<file path="config.mk">
export PLATFORM = sky130hd
export DESIGN_NAME = rs232_tx_serialiser_flat
export DESIGN_NICKNAME = d
export VERILOG_FILES = /design/src/rtl/rs232_tx_serialiser_pkg.sv /design/src/rtl/rs232_tx_serialiser_if.sv /design/src/rtl/rs232_tx_serialiser_fifo.sv /design/src/rtl/rs232_tx_serialiser.sv /design/src/flat_wrapper.sv
export SDC_FILE = /design/constraint.sdc
export NUM_CORES = 1
export LEC_CHECK = 0
export CAP_MARGIN = 20
export CORE_MARGIN = 1
export CORE_UTILIZATION = 62
export CTS_BUF_LIST = sky130_fd_sc_hd__clkbuf_8
export DETAILED_ROUTE_END_ITERATION = 10
export PLACE_DENSITY = 0.8
export SKIP_CTS_REPAIR_TIMING = 1
export SYNTH_ARGS = -nofsm -noshare
export SYNTH_HDL_FRONTEND = slang
export SYNTH_SLANG_ARGS = --single-unit
</file>
<file path="constraint.sdc">
create_clock -name clk -period 3.5 [get_ports clk]
set_clock_uncertainty 0.05 [all_clocks]
set_input_delay 0.35 -clock clk [delete_from_list [all_inputs] [get_ports clk]]
set_output_delay 0.35 -clock clk [all_outputs]
set_load 0.005 [all_outputs]
</file>
<file path="src/rtl/rs232_tx_serialiser_pkg.sv">
// -----------------------------------------------------------------------------
// rs232_tx_serialiser_pkg
//   Shared definitions for the RS-232 transmit serialiser:
//   - tx_state_e : transmit FSM state encoding
//   - DATA_BITS, START_LEVEL, STOP_LEVEL : 8N1 framing constants
//   - clog2      : ceiling log2, usable in constant expressions
// -----------------------------------------------------------------------------
package rs232_tx_serialiser_pkg;

  typedef enum logic [1:0] {
    IDLE  = 2'd0,
    START = 2'd1,
    DATA  = 2'd2,
    STOP  = 2'd3
  } tx_state_e;

  localparam int   DATA_BITS   = 8;
  localparam logic START_LEVEL = 1'b0;
  localparam logic STOP_LEVEL  = 1'b1;

  // Smallest n with 2**n >= value; returns 0 for value <= 1.
  function automatic int clog2(input int value);
    int result;
    result = 0;
    while ((1 << result) < value) begin
      result = result + 1;
    end
    return result;
  endfunction

endpackage

</file>
<file path="src/rtl/rs232_tx_serialiser_if.sv">
// -----------------------------------------------------------------------------
// rs232_tx_serialiser_if
//   32-bit stb/ack word stream feeding the serialiser.
//   input_in      : data word (only [7:0] is transmitted)
//   input_in_stb  : source has a valid word, held until ack is seen
//   input_in_ack  : one-cycle pulse, word captured
//   master modport: the word source; slave modport: the serialiser.
// -----------------------------------------------------------------------------
interface rs232_tx_serialiser_if;

  logic [31:0] input_in;
  logic        input_in_stb;
  logic        input_in_ack;

  modport master (
    output input_in,
    output input_in_stb,
    input  input_in_ack
  );

  modport slave (
    input  input_in,
    input  input_in_stb,
    output input_in_ack
  );

endinterface

</file>
<file path="src/rtl/rs232_tx_serialiser_fifo.sv">
// -----------------------------------------------------------------------------
// rs232_tx_fifo
//   Synchronous circular-buffer FIFO.
//   Pointers carry one extra wrap bit so that full and empty are told apart
//   without a separate occupancy counter.
// Ports:
//   clk   in  clock, rising edge
//   rst   in  asynchronous reset, active-low (empties the FIFO)
//   push  in  write din this cycle (ignored when full)
//   din   in  WIDTH-bit write data
//   pop   in  advance the read pointer this cycle (ignored when empty)
//   dout  out WIDTH-bit head-of-queue data (valid when !empty)
//   full  out DEPTH entries held
//   empty out no entries held
// -----------------------------------------------------------------------------
module rs232_tx_fifo
  import rs232_tx_serialiser_pkg::*;
#(
  parameter int WIDTH = 8,
  parameter int DEPTH = 16
) (
  input  logic             clk,
  input  logic             rst,
  input  logic             push,
  input  logic [WIDTH-1:0] din,
  input  logic             pop,
  output logic [WIDTH-1:0] dout,
  output logic             full,
  output logic             empty
);

  localparam int AW = clog2(DEPTH);

  logic [WIDTH-1:0] r_mem [DEPTH];
  logic [AW:0]      r_wr_ptr;
  logic [AW:0]      r_rd_ptr;
  logic             w_do_push;
  logic             w_do_pop;

  assign w_do_push = push && !full;
  assign w_do_pop  = pop && !empty;

  // Wrap bits differ but slot indices match: writer is a whole lap ahead.
  assign full  = (r_wr_ptr[AW] != r_rd_ptr[AW]) &&
                 (r_wr_ptr[AW-1:0] == r_rd_ptr[AW-1:0]);
  assign empty = (r_wr_ptr == r_rd_ptr);
  assign dout  = r_mem[r_rd_ptr[AW-1:0]];

  // Pointers wrap naturally modulo 2*DEPTH through the extra bit.
  always_ff @(posedge clk or negedge rst) begin
    if (!rst) begin
      r_wr_ptr <= '0;
      r_rd_ptr <= '0;
    end else begin
      if (w_do_push) begin
        r_wr_ptr <= r_wr_ptr + {{AW{1'b0}}, 1'b1};
      end
      if (w_do_pop) begin
        r_rd_ptr <= r_rd_ptr + {{AW{1'b0}}, 1'b1};
      end
    end
  end

  // Storage carries no reset; stale slots are never read while empty.
  always_ff @(posedge clk) begin
    if (w_do_push) begin
      r_mem[r_wr_ptr[AW-1:0]] <= din;
    end
  end

endmodule

</file>
<file path="src/rtl/rs232_tx_serialiser.sv">
// -----------------------------------------------------------------------------
// rs232_tx_serialiser
//   Consumes a 32-bit stb/ack word stream, buffers bits [7:0] of each word in
//   a FIFO and transmits them as 8N1 asynchronous serial frames.
// Parameters:
//   CLOCK_FREQUENCY  clk frequency in Hz
//   BAUD_RATE        line rate; CLOCKS_PER_BIT = CLOCK_FREQUENCY/BAUD_RATE (>=2)
//   FIFO_DEPTH       byte buffer entries (power of 2, >=2)
// Ports:
//   clk   in   single clock, rising edge
//   rst   in   asynchronous reset, active-low
//   s_in  slave word stream (input_in, input_in_stb, input_in_ack)
//   tx    out  serial line, idle high
//   busy  out  high while a frame is in flight or bytes are queued
// -----------------------------------------------------------------------------
module rs232_tx_serialiser
  import rs232_tx_serialiser_pkg::*;
#(
  parameter int CLOCK_FREQUENCY = 100000000,
  parameter int BAUD_RATE       = 115200,
  parameter int FIFO_DEPTH      = 16
) (
  input  logic                        clk,
  input  logic                        rst,
  rs232_tx_serialiser_if.slave        s_in,
  output logic                        tx,
  output logic                        busy
);

  localparam int CLOCKS_PER_BIT = CLOCK_FREQUENCY / BAUD_RATE;
  localparam int CNT_W          = (clog2(CLOCKS_PER_BIT) < 1) ? 1 : clog2(CLOCKS_PER_BIT);
  localparam int IDX_W          = clog2(DATA_BITS);

  localparam logic [CNT_W-1:0] BAUD_LAST = CNT_W'(CLOCKS_PER_BIT - 1);
  localparam logic [IDX_W-1:0] IDX_LAST  = IDX_W'(DATA_BITS - 1);

  // Line level implied by the FSM position; sampled into the tx register.
  function automatic logic line_level(input tx_state_e state, input logic data_bit);
    logic level;
    level = STOP_LEVEL;
    case (state)
      START:   level = START_LEVEL;
      DATA:    level = data_bit;
      default: level = STOP_LEVEL;
    endcase
    return level;
  endfunction

  tx_state_e            r_state;
  logic [CNT_W-1:0]     r_baud_cnt;
  logic [IDX_W-1:0]     r_bit_idx;
  logic [DATA_BITS-1:0] r_shift;
  logic                 r_tx;
  logic                 r_busy;
  logic                 r_ack;

  logic                 w_accept;
  logic                 w_pop;
  logic                 w_tick;
  logic                 w_full;
  logic                 w_empty;
  logic [DATA_BITS-1:0] w_fifo_dout;
  logic [23:0]          w_unused_upper;

  // Upper word bits are intentionally dropped.
  assign w_unused_upper = s_in.input_in[31:8];

  // ---------------------------------------------------------------------------
  // Input handshake
  // ---------------------------------------------------------------------------
  // Refusing to accept while ack is high keeps a single stb assertion from
  // being captured twice while the source is still reacting to the ack.
  assign w_accept = s_in.input_in_stb && !r_ack && !w_full;

  always_ff @(posedge clk or negedge rst) begin
    if (!rst) begin
      r_ack <= 1'b0;
    end else begin
      r_ack <= w_accept;
    end
  end

  assign s_in.input_in_ack = r_ack;

  // ---------------------------------------------------------------------------
  // Byte buffer
  // ---------------------------------------------------------------------------
  assign w_pop = (r_state == IDLE) && !w_empty;

  rs232_tx_fifo #(
    .WIDTH (DATA_BITS),
    .DEPTH (FIFO_DEPTH)
  ) u_fifo (
    .clk   (clk),
    .rst   (rst),
    .push  (w_accept),
    .din   (s_in.input_in[DATA_BITS-1:0]),
    .pop   (w_pop),
    .dout  (w_fifo_dout),
    .full  (w_full),
    .empty (w_empty)
  );

  // ---------------------------------------------------------------------------
  // Baud timing and transmit FSM
  // ---------------------------------------------------------------------------
  assign w_tick = (r_baud_cnt == BAUD_LAST);

  // tx and busy are registered images of the FSM one cycle behind it, so the
  // line falls two cycles after the ack pulse when the FIFO was empty, and
  // the async reset forces the idle level straight onto the pin.
  always_ff @(posedge clk or negedge rst) begin
    if (!rst) begin
      r_state    <= IDLE;
      r_baud_cnt <= '0;
      r_bit_idx  <= '0;
      r_shift    <= '0;
      r_tx       <= STOP_LEVEL;
      r_busy     <= 1'b0;
    end else begin
      r_tx   <= line_level(r_state, r_shift[0]);
      r_busy <= (r_state != IDLE) || !w_empty;

      case (r_state)
        IDLE: begin
          if (!w_empty) begin
            r_shift    <= w_fifo_dout;
            r_baud_cnt <= '0;
            r_state    <= START;
          end
        end

        START: begin
          if (w_tick) begin
            r_baud_cnt <= '0;
            r_bit_idx  <= '0;
            r_state    <= DATA;
          end else begin
            r_baud_cnt <= r_baud_cnt + 1'b1;
          end
        end

        DATA: begin
          if (w_tick) begin
            r_baud_cnt <= '0;
            r_shift    <= {1'b0, r_shift[DATA_BITS-1:1]};
            if (r_bit_idx == IDX_LAST) begin
              r_state <= STOP;
            end else begin
              r_bit_idx <= r_bit_idx + 1'b1;
            end
          end else begin
            r_baud_cnt <= r_baud_cnt + 1'b1;
          end
        end

        STOP: begin
          if (w_tick) begin
            r_baud_cnt <= '0;
            r_state    <= IDLE;
          end else begin
            r_baud_cnt <= r_baud_cnt + 1'b1;
          end
        end

        default: begin
          r_baud_cnt <= '0;
          r_state    <= IDLE;
        end
      endcase
    end
  end

  assign tx   = r_tx;
  assign busy = r_busy;

endmodule
</file>
<file path="src/flat_wrapper.sv">
// flat-port wrapper written by rule: the top's interface ports become plain ports
module rs232_tx_serialiser_flat import rs232_tx_serialiser_pkg::*;
#(
  parameter int CLOCK_FREQUENCY = 100000000,
  parameter int BAUD_RATE       = 115200,
  parameter int FIFO_DEPTH      = 16
)
  (clk, rst, tx, busy, s_in_input_in, s_in_input_in_stb, s_in_input_in_ack);
  rs232_tx_serialiser_if s_in_i ();
  input  logic clk;
  input  logic rst;
  output logic tx;
  output logic busy;
  input wire logic [$bits(s_in_i.input_in)-1:0] s_in_input_in;
  input wire logic [$bits(s_in_i.input_in_stb)-1:0] s_in_input_in_stb;
  output wire logic [$bits(s_in_i.input_in_ack)-1:0] s_in_input_in_ack;
  assign s_in_i.input_in = s_in_input_in;
  assign s_in_i.input_in_stb = s_in_input_in_stb;
  assign s_in_input_in_ack = s_in_i.input_in_ack;
  rs232_tx_serialiser #(.CLOCK_FREQUENCY(CLOCK_FREQUENCY), .BAUD_RATE(BAUD_RATE), .FIFO_DEPTH(FIFO_DEPTH)) u_core (.clk(clk), .rst(rst), .s_in(s_in_i), .tx(tx), .busy(busy));
endmodule
</file>
**After elaboration in Yosys (flattened, before gate mapping)**

Memories as Yosys holds them, arrays and structs flattened.
Cells that the tools add are included.

- Register bits after elaboration: 36
- Bits in latches: 0
- Memory bits (writable): 128
- ROM bits: 0
- Input bits: 35
- Output and inout port bits: 3
- Word-level logic and storage cells: 65
- Memories: 1

Memory list:

| name | words | bits a word | read ports | clocked after memory_dff | write ports | RTL line | RTL |
|---|---|---|---|---|---|---|---|
| u_core.u_fifo.r_mem | 16 | 8 | 1 | 0 | 1 | rs232_tx_serialiser_fifo.sv:34 | `logic [WIDTH-1:0] r_mem [DEPTH];` |

- Add/subtract/negate cells: 4
- $mul: 0
- Div/mod/pow operators: 0
- Magnitude comparators: 0
- Equality and inequality tests: 14
- Shift operators: 0
- Muxes and demuxes: 19
- Bitwise operators: 0
- Reduce and logical (&&, ||, !) cells: 18

Operators by type and width:

| cell | count |
|---|---|
| two-way mux 10 bit | 2 |
| one-hot mux 10 bit (2 select lines) | 1 |
| two-way mux 8 bit | 2 |
| one-hot mux 8 bit (2 select lines) | 1 |
| adder 10 x 1 -> 10 bit (second input constant) | 1 |
| adder 5 x 1 -> 5 bit (second input constant) | 2 |
| equality test 10 bit (second input constant) | 1 |
| two-way mux 2 bit | 5 |
| two-way mux 3 bit | 3 |
| inequality test 2 x 1 -> 1 bit (second input constant) | 4 |
| one-hot mux 2 bit (4 select lines) | 1 |
| logical AND 1 bit | 6 |
| one-hot mux 3 bit (2 select lines) | 1 |
| nonzero test 2 bit | 3 |
| equality test 5 bit | 1 |
| AND reduction 5 bit | 1 |
| equality test 2 bit (second input constant) | 2 |
| equality test 4 bit | 1 |
| inequality test 2 bit (second input constant) | 2 |
| AND reduction 4 bit | 1 |
| adder 3 x 1 -> 3 bit (second input constant) | 1 |
| equality test 3 bit (second input constant) | 1 |
| zero test 1 bit | 3 |
| AND reduction 3 bit | 1 |
| other kinds (7) | 8 |

**Logic depth before layout (Yosys ltp)**

Gate-level depths: netlist of run 1.

- Depth after elaboration: 7
- Mapped depth: 8
- Mapped depth without buffers: 6

**By module**

Synthesis of run 1 repeated with hierarchy kept, for this count alone.

- Cells, all modules: 404
- Area, all modules: 7006.7 µm²

Modules (own cells, without submodules):

| module | instances | cells an instance | area an instance (µm²) | seq. area each (µm²) |
|---|---|---|---|---|
| rs232_tx_fifo | 1 | 277 | 5590.4 | 4093.9 |
| rs232_tx_serialiser | 1 | 127 | 1416.4 | 651.9 |

**Worst setup path after synthesis of run 1**

OpenSTA, ideal clock, no wires.

- Path kind: register to register
- Start: reg u_core.u_fifo.r_rd_ptr[1]
- End: mem u_core.u_fifo.r_mem[1][0] (enable)
- Arrival: 1.982 ns
- Slack: 1.073 ns
- Stages on the path, launching flop included: 6
- Period minus slack after synthesis: 2.427 ns
- Cell sequence: dfrtp_1 buf_6 xor2_1 nor4_4 a21oi_2 nor4bb_1

- Longest elaborated chain between the ends: 7

Ends and longest elaborated chain:

| item | RTL line | RTL |
|---|---|---|
| start: declaration | rs232_tx_serialiser_fifo.sv:36 | `logic [AW:0] r_rd_ptr;` |
| start signal: assignment | rs232_tx_serialiser_fifo.sv:59 | `r_rd_ptr <= r_rd_ptr + {{AW{1'b0}}, 1'b1};` |
| equality test 4 bit * | rs232_tx_serialiser_fifo.sv:45 | `(r_wr_ptr[AW-1:0] == r_rd_ptr[AW-1:0]);` |
| logical AND 1 bit * | rs232_tx_serialiser_fifo.sv:44 | `assign full = (r_wr_ptr[AW] != r_rd_ptr[AW]) &&` |
| zero test 1 bit * | rs232_tx_serialiser_fifo.sv:40, rs232_tx_serialiser.sv:73 |  |
| logical AND 1 bit | rs232_tx_serialiser.sv:73 | `assign w_accept = s_in.input_in_stb && !r_ack && !w_full;` |
| logical AND 1 bit * | rs232_tx_serialiser_fifo.sv:40 | `assign w_do_push = push && !full;` |
| two-way mux 1 bit * | rs232_tx_serialiser_fifo.sv:66 | `if (w_do_push) begin` |
| two-way mux 1 bit (implied by the code) * | rs232_tx_serialiser_fifo.sv:67 | `r_mem[r_wr_ptr[AW-1:0]] <= din;` |
| end: declaration | rs232_tx_serialiser_fifo.sv:34 |  |

Every way passes the cells marked *; elsewhere a longest branch is shown, timed or not.

**Worst setup path in the final report of run 1**

- Start: reg u_core.u_fifo.r_wr_ptr[3]
- End: mem u_core.u_fifo.r_mem[7][0] (enable)

- Longest elaborated chain between the ends: 7

Ends and longest elaborated chain:

| item | RTL line | RTL |
|---|---|---|
| start: declaration | rs232_tx_serialiser_fifo.sv:35 | `logic [AW:0] r_wr_ptr;` |
| start signal: assignment | rs232_tx_serialiser_fifo.sv:56 | `r_wr_ptr <= r_wr_ptr + {{AW{1'b0}}, 1'b1};` |
| equality test 4 bit | rs232_tx_serialiser_fifo.sv:45 |  |
| logical AND 1 bit | rs232_tx_serialiser_fifo.sv:44 |  |
| zero test 1 bit | rs232_tx_serialiser_fifo.sv:40, rs232_tx_serialiser.sv:73 |  |
| logical AND 1 bit | rs232_tx_serialiser.sv:73 |  |
| logical AND 1 bit | rs232_tx_serialiser_fifo.sv:40 |  |
| two-way mux 1 bit | rs232_tx_serialiser_fifo.sv:66 |  |
| two-way mux 1 bit (implied by the code) | rs232_tx_serialiser_fifo.sv:67 |  |

Parallel ways exist; a longest one is shown, timed or not.

==> results_dict.tcl, run 1 <==
set metrics [dict create \
    status "complete, no violations" \
    overflow 0 \
    numCtsBuffers 17 \
    path_clk_slew_ns 0.08 \
    fp.dieW_um 108.0 \
    synth_commonest_cells "edfxtp_1, dfrtp_1, mux2i_1" \
    clock-sinks 164 \
    synth_top_area_share_pct 55.16 \
    clock.fmax_mhz 361.2 \
    cpPeakStageDelay_ns 0.66 \
    initial_core_util_pct 64.00 \
    worstPathRequired_ns 3.60 \
    period_minus_slack_ns 2.768 \
    synth_top_area_cell "edfxtp_1" \
    grt_pass1_vias 3811 \
    fp-row-count 38 \
    p_sw_share_pct 34.04 \
    fin_nets 498 \
    syn_avg_cell_area_um2 16.32 \
    p_switching_uw 2021 \
    min_period_over_period_pct 79.10 \
    coreArea_um2 10890 \
    synth_cell_types 49 \
    io_pins 38 \
    clk_path_buf_depth 2 \
    synth_edf_count 128 \
    vias_per_cell 6.322 \
    gp_congestion 0.7893 \
    wl_per_cell_um 21.89 \
    grt_pass1_wl_um 20450 \
    ant_nets 0 \
    setup_viol 0 \
    clk_latency_ns 0.45 \
    synth-seq-cells 164 \
    fin_util_pct 70.11 \
    synth_area_leaders "edfxtp_1, dfrtp_1, mux4_2" \
    syn_area_um2 6968 \
    power_leakage_uw 0.002755 \
    seq_power_share_pct 43.6 \
    synthFlopType "edfxtp_1" \
    h-tree-depth 4 \
    cts_root_buffer "clkbuf_8" \
    worst_pin_slew_ns 0.9086 \
    path_cells "xor2_1 > nor4_4 > a21oi_2 > nand2_1 > nor3b_1 > buf_4" \
    drive_gt1_share_pct 17.06 \
    min_path_type "flip-flop to flip-flop" \
    die_area_um2 11670 \
    slew_violations 0 \
    drc 0 \
    drtIter0Drc 300 \
    io_buffers 13 \
    grt_antenna_before_repair 0 \
    p_comb_share_pct 33.2 \
    synth_warnings 0 \
    cellPowerDensity_nw_per_um2 777.6 \
    drt_wl_total_um 13200 \
    hold_viol_final 0 \
    synthCells 427 \
    vias 3812 \
    power.clock.fraction_pct 23.2 \
    yosysMostFrequentCell "edfxtp_1" \
    grt_max_degree 52 \
    end_kind "flip-flop" \
    n_antenna_cell 0 \
    crit_path_max_fanout 19 \
    die_y_um 108.0 \
    slowest_stage "dfrtp_1" \
    hpwl_um 8542 \
    tns_ns 0 \
    track_usage_pct 24.71 \
    cp-start-kind "flip-flop" \
    cap_violations 0 \
    grt_setup_unrepaired "false" \
    area_delta_synth_final_pct 9.553 \
    maxSlewHeadroom_pct 39.43 \
    p_int_uw 3915 \
    ys_seq_area_share_pct 68.11 \
    worst-setup-path-type "flip-flop to flip-flop" \
    cts_tree "yes" \
    cp_data_arrival_time_ns 2.87 \
    synthArstFlopShare_pct 21.95 \
    drtPass1Iterations 5 \
    synth_nets 475 \
    whs_ns 0.4447 \
    peakVddDrop_uv 420.2 \
]
critical path: cells and delay by family (launching register included):
| family | cells | cell delay, ns |
|---|---|---|
| AOI/OAI and AO/OA | 1 | 0.57 |
| and+or+nand+nor | 3 | 0.68 |
| DFF | 1 | 0.66 |
| buffers and inverters | 1 | 0.24 |
| xor gates and xnor gates | 1 | 0.28 |
per-stage QoR:
step	cells	instance area, µm²	power [µW]	worst slack [ns]
after floorplan	427	6968	4131	1.073
after global placement	569	7209	4500	0.7694
after detailed placement	569	7209	4584	0.6336
after CTS	601	7616	5942	0.6873
after global routing	603	7634	6231	0.5371
final	603	7634	5936	0.7316
flip-flops by register name, indices dropped and copies added (netlist names):
register and flops:
u_core.r_shift 8, u_core.u_fifo.r_rd_ptr 5, u_core.u_fifo.r_mem 128, u_core.s_in.input_in_ack 1, u_core.busy 1, u_core.r_state 2, u_core.u_fifo.r_wr_ptr 5, u_core.r_baud_cnt 10
u_core.tx 1, u_core.r_bit_idx 3
final timing paths:
| check | to | from | cells after the start | slack (ns) |
|---|---|---|---|---|
| min in group asynchronous | u_core.r_bit_idx[2]$_DFFE_PN0P_ | rst | 2 | 0.47 |
| setup reg to reg | u_core.u_fifo.r_mem[7][0]$_DFFE_PP_ | u_core.u_fifo.r_wr_ptr[3]$_DFFE_PN0P_ | 6 | 0.73 |
| hold reg to reg | u_core.u_fifo.r_wr_ptr[4]$_DFFE_PN0P_ | u_core.u_fifo.r_wr_ptr[4]$_DFFE_PN0P_ | 1 | 0.44 |
| max in group asynchronous | u_core.u_fifo.r_rd_ptr[0]$_DFFE_PN0P_ | rst | 2 | 2.35 |
| hold / removal | u_core.u_fifo.r_wr_ptr[4]$_DFFE_PN0P_ | u_core.u_fifo.r_wr_ptr[4]$_DFFE_PN0P_ | 1 | 0.44 |
| setup / recovery | u_core.u_fifo.r_mem[7][0]$_DFFE_PP_ | u_core.u_fifo.r_wr_ptr[3]$_DFFE_PN0P_ | 6 | 0.73 |
layout make-up:
cell class              instances  area, µm²
fillers                       676       3254
multi-input cells             233       2053
clock inverters                15      172.7
inverters                       9      33.78
well taps                     140      175.2
flip-flops and latches        164       4747
repair buffers                 25      217.7
clock buffers                  17      234.0
power by group through the flow:
stage          sequential, µW  combinational (µW)  clock (µW)
3_5_place_dp             2620                1960           0
6_report                 2590                1970        1380
4_1_cts                  2580                1960        1390
3_3_place_gp             2610                1890           0
2_1_floorplan            2520                1610           0
5_1_grt                  2620                2140        1470
layout by cell type, fill, tap and decap left out, types with 11 or more instances in the layout:
| master | Yosys | routed |
|---|---|---|
| a221oi_1 | 16 | 16 |
| a22oi_1 | 11 | 11 |
| buf_4 | 3 | 11 |
| clkbuf_8 | 0 | 17 |
| clkdlybuf4s50_1 | 0 | 12 |
| dfrtp_1 | 35 | 34 |
| edfxtp_1 | 128 | 128 |
| ha_1 | 13 | 13 |
| mux2i_1 | 34 | 34 |
| mux4_2 | 16 | 16 |
| nand2_1 | 18 | 18 |
| nor2_1 | 18 | 18 |
| o21ai_0 | 26 | 26 |
logic make-up (layout without fill, tap and decap cells):
| logic type | Yosys count | count (layout) | synth area share [%] |
|---|---|---|---|
| mux | 60 | 60 | 12.10 |
| fa+ha+maj | 13 | 13 | 2.334 |
| buf+inv | 30 | 66 | 2.424 |
| compound gates | 71 | 71 | 6.806 |
| flops | 164 | 164 | 68.11 |
| simple gates | 75 | 75 | 6.464 |
| xor+xnor | 14 | 14 | 1.760 |
per-layer routing:
layer,GRT usage (%),routed length (µm),up-vias
met5,0,0,-
met2,39.44,6568,127
li1,-,-,1719
met3,6.209,775,15
met4,7.828,187,0
met1,33.78,5670,1951
No activity file was read; power rests on OpenSTA's default activity.
==> inputs of run 2 (changes only) <==
--- a/config.mk
+++ b/config.mk
@@ -7,10 +7,10 @@
 export LEC_CHECK = 0
 export CAP_MARGIN = 20
 export CORE_MARGIN = 1
-export CORE_UTILIZATION = 62
+export CORE_UTILIZATION = 56
 export CTS_BUF_LIST = sky130_fd_sc_hd__clkbuf_8
 export DETAILED_ROUTE_END_ITERATION = 10
-export PLACE_DENSITY = 0.8
+export PLACE_DENSITY = 0.76
 export SKIP_CTS_REPAIR_TIMING = 1
 export SYNTH_ARGS = -nofsm -noshare
 export SYNTH_HDL_FRONTEND = slang
==> constraint.sdc (replaced) <==
create_clock -name clk -period 2.25 [get_ports clk]
set_clock_uncertainty 0.05 [all_clocks]
set_input_delay 0.225 -clock clk [delete_from_list [all_inputs] [get_ports clk]]
set_output_delay 0.225 -clock clk [all_outputs]
set_load 0.005 [all_outputs]
==> run 2 against run 1 <==
Core utilization is 4.9 points lower. Setup slack worse by 0.62 ns. Fmax is 29% higher. Combinational power is 76% higher. Power is 58% higher. Sequential cell count stayed put. Cell area is 3.0% higher. Highest routed layer unchanged. Hold slack worse by 0.084 ns. Non-clock buffer count is 18 higher. Critical path type unchanged. First-iteration DRC count is 4.7% higher.
==> results_dict.tcl, run 2 (same netlist as run 1, synthesis figures left out) <==
set metrics [dict create \
    status "complete, no violations" \
    clock.fmax_mhz 466.9 \
    slowest_stage "dfrtp_1" \
    cpMostUsedCell "buf_4" \
    power_leakage_uw 0.002854 \
    path_clk_slew_ns 0.09 \
    overflow 0 \
    min_period_over_period_pct 95.19 \
    crit_family "buffers and inverters" \
    setup_viol 0 \
    clock-sinks 164 \
    cts_root_buffer "clkbuf_8" \
    path_cells "buf_4 > xor2_1 > nor4_4 > a21oi_2 > buf_6 > nor4bb_2 > buf_4" \
    end_kind "flip-flop" \
    fin_nets 516 \
    final_common_cell "edfxtp_1" \
    crit_path_max_fanout 12 \
    drive_gt1_share_pct 22.25 \
    grt_setup_unrepaired "true" \
    final_cells 649 \
    whs_ns 0.3605 \
    h-tree-depth 4 \
    grt_max_degree 37 \
    power_uw 9383 \
    drtPass1Iterations 4 \
    hpwl_um 8543 \
    r2r_slack_ns 0.11 \
    worst_pin_slew_ns 0.8267 \
    cpPeakStageDelay_ns 0.38 \
    vias_per_cell 5.918 \
    clk_latency_ns 0.45 \
    cts_tree "yes" \
    grt_pass1_wl_um 20670 \
    fin_util_pct 65.22 \
    grt_antenna_before_repair 0 \
    mostFrequentLayoutCells "edfxtp_1, dfrtp_1, mux2i_1" \
    worstPathRequired_ns 2.36 \
    cp-start-kind "flip-flop" \
    peakVddDrop_uv 617.7 \
    io_buffers 13 \
    hold_viol_final 0 \
    n_antenna_cell 0 \
    largest_reg_flops 128 \
    initial_core_util_pct 57.77 \
    critPathBufInv 3 \
    worst-setup-path-type "flip-flop to flip-flop" \
    cp_data_arrival_time_ns 2.25 \
    io_pins 38 \
    grt_pass1_vias 3776 \
    period_minus_slack_ns 2.142 \
    cap_violations 0 \
    vias 3841 \
    fp.dieW_um 113.5 \
    ant_nets 0 \
    wl_per_cell_um 20.59 \
    slew_violations 0 \
    maxSlewHeadroom_pct 44.89 \
    tns_ns 0 \
    die_area_um2 12890 \
    cellPowerDensity_nw_per_um2 1193 \
    numCtsBuffers 17 \
    drt_wl_total_um 13370 \
    clk_path_buf_depth 2 \
    place_inst 614 \
    track_usage_pct 22.43 \
    die_y_um 113.5 \
    drtIter0Drc 314 \
    r2r_cells 7 \
    gp_congestion 0.7955 \
    min_path_type "input pin to async pin" \
    area_delta_synth_final_pct 12.89 \
    drc 0 \
    reg2reg_to "u_core.u_fifo.r_mem[3][6]$_DFFE_PP_" \
    coreArea_um2 12060 \
    fp-row-count 40 \
    r2r-start "u_core.u_fifo.r_rd_ptr[2]$_DFFE_PN0P_" \
]
==> run 2: worst reg2reg max path, stage by stage (launching register included) <==
cell	delay, ns
dfrtp_1	0.38
buf_4	0.19
xor2_1	0.25
nor4_4	0.10
a21oi_2	0.24
buf_6	0.17
nor4bb_2	0.24
buf_4	0.24
==> run 2: through the flow <==
step           area, µm²  worst slack (ns)
2_1_floorplan       6988           -0.1770
3_3_place_gp        7417           -0.1119
3_5_place_dp        7417           -0.2027
4_1_cts             7794           -0.2511
5_1_grt             7866          -0.03583
6_report            7866            0.1081
==> run 2: how the worst max path moves through the flow <==
stage                                     startpoint                                  end  slack (ns)  depth (start not counted)
6_report       u_core.u_fifo.r_rd_ptr[2]$_DFFE_PN0P_  u_core.u_fifo.r_mem[3][6]$_DFFE_PP_        0.11                          7
5_1_grt        u_core.u_fifo.r_rd_ptr[2]$_DFFE_PN0P_  u_core.u_fifo.r_mem[3][6]$_DFFE_PP_       -0.04                          7
4_1_cts        u_core.u_fifo.r_rd_ptr[1]$_DFFE_PN0P_        u_core.r_shift[4]$_DFFE_PN0P_       -0.25                          5
3_5_place_dp   u_core.u_fifo.r_rd_ptr[1]$_DFFE_PN0P_        u_core.r_shift[4]$_DFFE_PN0P_       -0.20                          5
3_3_place_gp   u_core.u_fifo.r_rd_ptr[1]$_DFFE_PN0P_        u_core.r_shift[4]$_DFFE_PN0P_       -0.11                          5
2_1_floorplan  u_core.u_fifo.r_rd_ptr[1]$_DFFE_PN0P_  u_core.u_fifo.r_mem[1][0]$_DFFE_PP_       -0.18                          5
==> run 2: layout make-up <==
type                            count  area (µm²)
Multi-Input combinational cell    233        2110
Timing Repair Buffer               43       389.1
Tap cell                          168       210.2
Clock buffer                       17       234.0
Fill cell                         825        4195
Inverter                            9       33.78
Clock inverter                     15       142.6
Sequential cell                   164        4747
==> run 2: metal layers <==
metal | global-route usage, % | up-vias | share of wire (%)
met5 | 0 | - | 0
met4 | 8.684 | 0 | 1.8
met3 | 5.792 | 20 | 6.4
met2 | 36.02 | 138 | 50
met1 | 29.59 | 1923 | 42
li1 | - | 1760 | -
==> run 2: report_power, final <==
part | switching (µW) | total [µW] | internal, µW
clock network | 1110 | 2010 | 898
logic | 1860 | 3460 | 1590
registers | 232 | 3920 | 3690
